<file path="config.mk">
export PLATFORM = sky130hd
export DESIGN_NAME = imm_ext_pipe
export DESIGN_NICKNAME = d
export VERILOG_FILES = /design/src/rtl/imm_ext_pkg.sv /design/src/rtl/imm_ext_core.sv /design/src/rtl/imm_ext_pipe.sv
export SDC_FILE = /design/constraint.sdc
export NUM_CORES = 1
export LEC_CHECK = 0
export BUFFER_PORTS_ARGS = -buffer_cell sky130_fd_sc_hd__buf_2
export CAP_MARGIN = 20
export CELL_PAD_IN_SITES_DETAIL_PLACEMENT = 1
export CELL_PAD_IN_SITES_GLOBAL_PLACEMENT = 1
export CORE_ASPECT_RATIO = 0.7
export CORE_UTILIZATION = 35
export CTS_CLUSTER_SIZE = 24
export DETAILED_ROUTE_END_ITERATION = 8
export GPL_TIMING_DRIVEN = 0
export PLACE_DENSITY = 0.74
export SLEW_MARGIN = 20
export SYNTH_ARGS = -nofsm -noshare
export SYNTH_HDL_FRONTEND = slang
export SYNTH_SLANG_ARGS = --single-unit
</file>
<file path="constraint.sdc">
create_clock -name clk -period 1.6 [get_ports clk]
set_input_delay 0.08 -clock clk [delete_from_list [all_inputs] [get_ports clk]]
set_output_delay 0.08 -clock clk [all_outputs]
set_load 0.05 [all_outputs]
</file>
<file path="src/rtl/imm_ext_pkg.sv">
// Shared types for the immediate-extension pipeline.
// Mode encodings match the 2-bit in_mode field driven by decode.
package imm_ext_pkg;

   typedef enum logic [1:0] {
      MODE_SIGN   = 2'b00,
      MODE_ZERO   = 2'b01,
      MODE_UPPER  = 2'b10,
      MODE_BRANCH = 2'b11
   } mode_t;

endpackage

</file>
<file path="src/rtl/imm_ext_core.sv">
// Combinational immediate extender: (imm, mode) -> OUT_W-bit operand.
// IN_W <= OUT_W-2 means the BRANCH shift never drops significant bits.
module imm_ext_core
   import imm_ext_pkg::*;
#(
   parameter int IN_W  = 16,
   parameter int OUT_W = 32
) (
   input  logic [IN_W-1:0]  imm,
   input  logic [1:0]       mode,
   output logic [OUT_W-1:0] operand
);

   logic [OUT_W-1:0] sext;

   assign sext = {{(OUT_W-IN_W){imm[IN_W-1]}}, imm};

   always_comb begin
      operand = sext;
      case (mode_t'(mode))
         MODE_SIGN:   operand = sext;
         MODE_ZERO:   operand = {{(OUT_W-IN_W){1'b0}}, imm};
         MODE_UPPER:  operand = {imm, {(OUT_W-IN_W){1'b0}}};
         MODE_BRANCH: operand = {sext[OUT_W-3:0], 2'b00};
         default:     operand = sext;
      endcase
   end

endmodule

</file>
<file path="src/rtl/imm_ext_pipe.sv">
// Immediate-extension stage: extends at acceptance and carries the finished
// operand plus tag through a two-entry skid buffer with flush.
module imm_ext_pipe
   import imm_ext_pkg::*;
#(
   parameter int IN_W  = 16,
   parameter int OUT_W = 32,
   parameter int TAG_W = 5
) (
   input  logic             clk,
   input  logic             rst,
   input  logic             flush,
   input  logic             in_valid,
   output logic             in_ready,
   input  logic [IN_W-1:0]  in_imm,
   input  logic [1:0]       in_mode,
   input  logic [TAG_W-1:0] in_tag,
   output logic             out_valid,
   input  logic             out_ready,
   output logic [OUT_W-1:0] out_data,
   output logic [TAG_W-1:0] out_tag
);

   logic [OUT_W-1:0] ext_operand;

   logic             main_valid_q, main_valid_d;
   logic [OUT_W-1:0] main_data_q,  main_data_d;
   logic [TAG_W-1:0] main_tag_q,   main_tag_d;
   logic             skid_valid_q, skid_valid_d;
   logic [OUT_W-1:0] skid_data_q,  skid_data_d;
   logic [TAG_W-1:0] skid_tag_q,   skid_tag_d;
   logic             accept;

   imm_ext_core #(.IN_W(IN_W), .OUT_W(OUT_W)) u_core (
      .imm     (in_imm),
      .mode    (in_mode),
      .operand (ext_operand)
   );

   // Ready comes from registered state only, so no out_ready -> in_ready path.
   assign in_ready  = !skid_valid_q;
   assign accept    = in_valid && in_ready && !flush;
   assign out_valid = main_valid_q;
   assign out_data  = main_data_q;
   assign out_tag   = main_tag_q;

   always_comb begin
      main_valid_d = main_valid_q;
      main_data_d  = main_data_q;
      main_tag_d   = main_tag_q;
      skid_valid_d = skid_valid_q;
      skid_data_d  = skid_data_q;
      skid_tag_d   = skid_tag_q;
      if (flush) begin
         // Payload is left untouched; only the valid bits are squashed.
         main_valid_d = 1'b0;
         skid_valid_d = 1'b0;
      end else if (skid_valid_q) begin
         if (out_ready) begin
            main_data_d  = skid_data_q;
            main_tag_d   = skid_tag_q;
            skid_valid_d = 1'b0;
         end
      end else if (accept) begin
         if (!main_valid_q || out_ready) begin
            main_valid_d = 1'b1;
            main_data_d  = ext_operand;
            main_tag_d   = in_tag;
         end else begin
            skid_valid_d = 1'b1;
            skid_data_d  = ext_operand;
            skid_tag_d   = in_tag;
         end
      end else if (main_valid_q && out_ready) begin
         main_valid_d = 1'b0;
      end
   end

   always_ff @(posedge clk) begin
      if (rst) begin
         main_valid_q <= 1'b0;
         main_data_q  <= '0;
         main_tag_q   <= '0;
         skid_valid_q <= 1'b0;
         skid_data_q  <= '0;
         skid_tag_q   <= '0;
      end else begin
         main_valid_q <= main_valid_d;
         main_data_q  <= main_data_d;
         main_tag_q   <= main_tag_d;
         skid_valid_q <= skid_valid_d;
         skid_data_q  <= skid_data_d;
         skid_tag_q   <= skid_tag_d;
      end
   end

endmodule

</file>
# == Yosys cells after proc, flatten, opt, wreduce, memory -nomap -nowiden ==
# Index checks and enable logic that the tools add are counted.
# totals
output_inout_bits,39
input_bits,28
reg_bits,76
# op_classes
reduce_logical,15
bitwise,3
n_eq_ne,5
muxes,16
# ops
cell,n
32-bit 2-to-1 mux,4
32-bit case mux with 4 select lines,1
5-bit 2-to-1 mux,4
4-bit AND reduction,2
1-bit 2-to-1 mux,7
2-bit nonzero test,3
"2-bit equality test, second input constant",2
1-bit logical AND,3
1-bit logical NOT,3
1-bit NOT,3
3-bit AND reduction,1
"2-bit by 1-bit equality test with 1-bit output, second input constant",1
2-bit logical NOT,1
"2-bit by 1-bit != test with 1-bit output, second input constant",1
"2-bit != test, second input constant",1
2-bit OR reduction,1
1-bit logical OR,1

# == Depth between registers and ports, before layout ==
# depth
depth_word,5
ltp_mapped,6
ltp_nobuf,3

# == Cells and area by module ==
# A second synthesis with hierarchy kept.
# hier_totals
cells_unflattened,404
hier_area_um2,4186.5
# by_module_without_submodules
mod,area_each_um2,instances,cells_per_inst,seq_area_each_um2
imm_ext_pipe,3674.8,1,344,1521.5
imm_ext_core,511.7,1,60,0.0

# == Least setup slack after synthesis ==
# Ideal clock, no wire load.
# synth_timing
path_type,register to register
startpoint,"register main_valid_q, in the netlist out_valid"
endpoint,register skid_data_q[18]
stages_incl_launch_ff,5
slack_ns,-0.008
path_buffers,1
period_less_slack_ns,1.608
setup_ns,0.134
arrival_ns,1.474
path_cell_list,dfxtp_1 nand4bb_4 a211oi_4 buf_4 a211oi_1
# synth_via
elab_chain_len,4
# synth_rtl
element,line,text
from (decl),imm_ext_pipe.sv:26,"logic main_valid_q, main_valid_d;"
from (signal assigned),imm_ext_pipe.sv:88,main_valid_q <= main_valid_d;
1-bit logical NOT,imm_ext_pipe.sv:65,if (!main_valid_q || out_ready) begin
1-bit logical OR,imm_ext_pipe.sv:65,
1-bit NOT (no source line),n/a,
4-bit AND reduction (no source line),n/a,
to (signal assigned),imm_ext_pipe.sv:92,skid_data_q <= skid_data_d;
to (decl),imm_ext_pipe.sv:30,"logic [OUT_W-1:0] skid_data_q, skid_data_d;"
# No other way between the ends.
# A chain may end at the register's enable or synchronous reset.

# == Final worst setup path ==
# layout_timing
startpoint,register skid_valid_q
endpoint,"register main_data_q[20], in the netlist out_data[20]"
# layout_via
elab_chain_len,5
elab_cells_between_ends,8
classes_between,eq/ne: 1; mux: 1; reduce/logical: 6
# layout_rtl
element,line,text
from (decl),imm_ext_pipe.sv:29,"logic skid_valid_q, skid_valid_d;"
from (signal assigned),imm_ext_pipe.sv:91,skid_valid_q <= skid_valid_d;
1-bit logical NOT,imm_ext_pipe.sv:41,assign in_ready = !skid_valid_q;
1-bit logical AND (2 in a row),imm_ext_pipe.sv:42,assign accept = in_valid && in_ready && !flush;
2-bit nonzero test (no source line),n/a,
4-bit AND reduction (no source line),n/a,
to (signal assigned),imm_ext_pipe.sv:89,main_data_q <= main_data_d;
to (decl),imm_ext_pipe.sv:27,"logic [OUT_W-1:0] main_data_q, main_data_d;"
# Parallel ways exist; a longest one is shown, timed or not.

==> summary.md <==
| Metric | Value |
|---|---|
| Status | completed |
| Crit Path Category | reg -> reg |
| CP max FO | 10 |
| Vias in the first global route | 3833 |
| RSZ-0062 raised after global routing | yes |
| Die W | 126 um |
| Hold_sp | in_tag[3] |
| Hpwl dp | 9820 um |
| Yosys warns | 0 |
| Ant. Diodes | 0 |
| HP Class | in -> reg |
| Syn Nets | 449 |
| Seq cells post-synth | 76 |
| Vias per cell | 5.96 |
| Unique masters post-synth | 45 |
| Worst Max-Slew Pin Slew | 0.632 ns |
| Drt initial violations | 429 |
| Ys async rst share | 0 |
| CTS root buffer | clkbuf_16 |
| Proportion of layout cells with a drive suffix above 1 | 0.256 |
| Fmax | 638 MHz |
| RePlAce Congestion | 0.850 |
| Area growth from synthesis to layout | 22.9% |
| CTS tree | done |
| Post-Place Setup Slack | -0.00147 ns |
| WL per Instance | 21.8 um |
| Setup TNS | 0 ns |
| Final setup viols | 0 |
| Synth top area cells | dfxtp_1 (40%), a21oi_1 (6.2%), a211oi_1 (4.4%) |
| Worst skew pair latency | 0.35 ns |
| Register area share after synthesis | 0.401 |
| Critical Path AT | 1.78 ns |
| Number of synthesized flops with an enable pin | 0 |
| Pleak | 1.67 nW |
| Gr ovfl total | 0 |
| Worst VDD drop | 0.591 mV |
| Layout Nets | 527 |
| Clk_skew | 0.00704 ns |
| # IOs | 67 |
| Residual DRC | 0 |
| Num CTS Buffers | 9 |
| Cell Area, Synth | 0.00379 mm^2 |
| Tot Pwr | 0.00482 W |
| Total number of vias | 3791 |
| Slew Viols, Final | 0 |
| Crit path required time | 1.81 ns |
| Max_cap viols | 0 |
| Initial Utilization | 0.364 |
| Pin count of the biggest net entering global routing | 14 |
| Critical R2R Launch | skid_valid_q$_SDFF_PP0_ |
| H-tree depth | 3 |
| Max_slew headroom | 0.579 |
| Synth area leader | dfxtp_1 |
| Clock sinks | 76 |
| Setup crit start | skid_valid_q$_SDFF_PP0_ |
| Synth Area per Inst | 9.01 um^2 |
| Fin. Hold Viols | 0 |
| Num rows | 31 |
| Antenna violations before repair | 0 |
| Final wirelength | 13800 um |
| Die area | 0.0113 mm^2 |
| CORE AREA | 0.0104 mm^2 |
| Final Critical Period | 1.57 ns |
| Syn Inst Count | 421 |
| Port bufs | 61 |
| Post-synth top flop | dfxtp_1 |
| Share of the synthesized area in the top cell type | 0.401 |
| Wire length of the first global-routing pass | 21100 um |
| Post-route ant nets | 0 |
| Worst setup SP type | flip-flop |
| Critical Path Sink Type | flip-flop |
| Final worst slack | 0.0334 ns |
| Die Y | 89.1 um |
| Longest Clk Path Bufs | 2 |
| Period utilisation layout | 0.979 |
| Global-route usage over all layers | 0.251 |
| Commonest cells after routing, fill and taps aside | buf_2 (75), dfxtp_1 (75), a21oi_1 (47), a211oi_1 (22), nand2_1 (18) |
| Clock transition at the registers of the reported paths | 0.06 ns |
| PD cells | 1030 mW/mm^2 |
| DR pass1 iterations | 5 |
==> cell type report <==
class / instances / area (um^2)
multi-input cells: 277 / 1920
fillers: 1227 / 5770
flip-flops and latches: 76 / 1520
clock inverters: 7 / 67.6
clock buffers: 9 / 225
repair buffers: 67 / 363
plain buffers: 51 / 329
well taps: 132 / 165
inverters: 17 / 63.8
==> worst paths after layout <==
path | to | slack [ns] | depth (start not counted)
worst max-delay path | out_data[20]$_SDFFE_PP0P_ | 0.03 | 6
worst min-delay path | skid_tag_q[3]$_SDFFE_PP0P_ | 0.004 | 3
worst min register to register | out_data[14]$_SDFFE_PP0P_ | 0.46 | 1
worst max register to register | out_data[20]$_SDFFE_PP0P_ | 0.03 | 6
==> sequential cells by signal, indices dropped and copies added, names as in the netlist <==
register and cells:
out_data 32, skid_tag_q 5, out_tag 5, skid_data_q 32, skid_valid_q 1, out_valid 1
==> synthesized netlist by cell type (all sizes together) (2+ instances only) <==
cell type,count
nor2,5
a211oi,23
nand3,8
o21bai,2
o2111ai,14
mux2i,6
clkbuf,19
o32ai,14
nor3b,2
and3,13
nand2,18
a221oi,14
inv,17
o21ai,9
buf,32
o21ba,2
a311oi,2
nor4,13
nand4,2
nor2b,15
o2bb2ai,13
a21oi,48
o31ai,13
dfxtp,76
nor3,13
nand4b,2
nand2b,15
==> power by group <==
part | total, W | internal [W] | switching (W)
clock network | 0.00206 | 0.00120 | 0.000864
logic | 0.000775 | 0.000235 | 0.000539
registers | 0.00199 | 0.00195 | 0.0000334
total | 0.00482 | 0.00339 | 0.00144
==> metrics by stage <==
step | cell area, um^2 | utilization | instances | hold WS (ns)
after global routing | 4660 | 0.447 | 636 | 0.0172
after CTS | 4600 | 0.441 | 634 | 0.000333
after floorplan | 3790 | - | 421 | 0.163
after detailed placement | 4270 | 0.409 | 614 | 0.354
after global placement | 4270 | 0.409 | 614 | 0.345
final | 4660 | 0.447 | 636 | 0.00442
==> critical path: stages (launching register included) <==
cell	delay (ns)
dfxtp_1	0.30
buf_4	0.16
buf_6	0.15
buf_4	0.20
buf_2	0.22
a221oi_1	0.26
o32ai_1	0.14
==> routing by layer <==
| metal | track usage | vias up | part of all wire |
|---|---|---|---|
| li1 | - | 1773 | - |
| met1 | 0.334 | 1838 | 0.47 |
| met2 | 0.387 | 161 | 0.44 |
| met3 | 0.0748 | 19 | 0.073 |
| met4 | 0.0931 | 0 | 0.015 |
| met5 | 0 | - | 0 |
==> repair_timing <==
item                       CTS  global route
cloned                       0             0
setup endpoints to repair    4            45
hold buffers                 4             0
hold endpoints to repair     4             0
gates resized for setup      2            15
setup buffers                0             2
pin swaps                    1             1
==> cells by family after synthesis <==
family,Yosys count,share of synthesized area
xor gates and xnor gates,1,0.00726
AOI/OAI and AO/OA,161,0.307
muxes,6,0.0158
buffers and inverters,68,0.101
DFF,76,0.401
and+or+nand+nor,109,0.167
(Power assumes the default switching activity.)
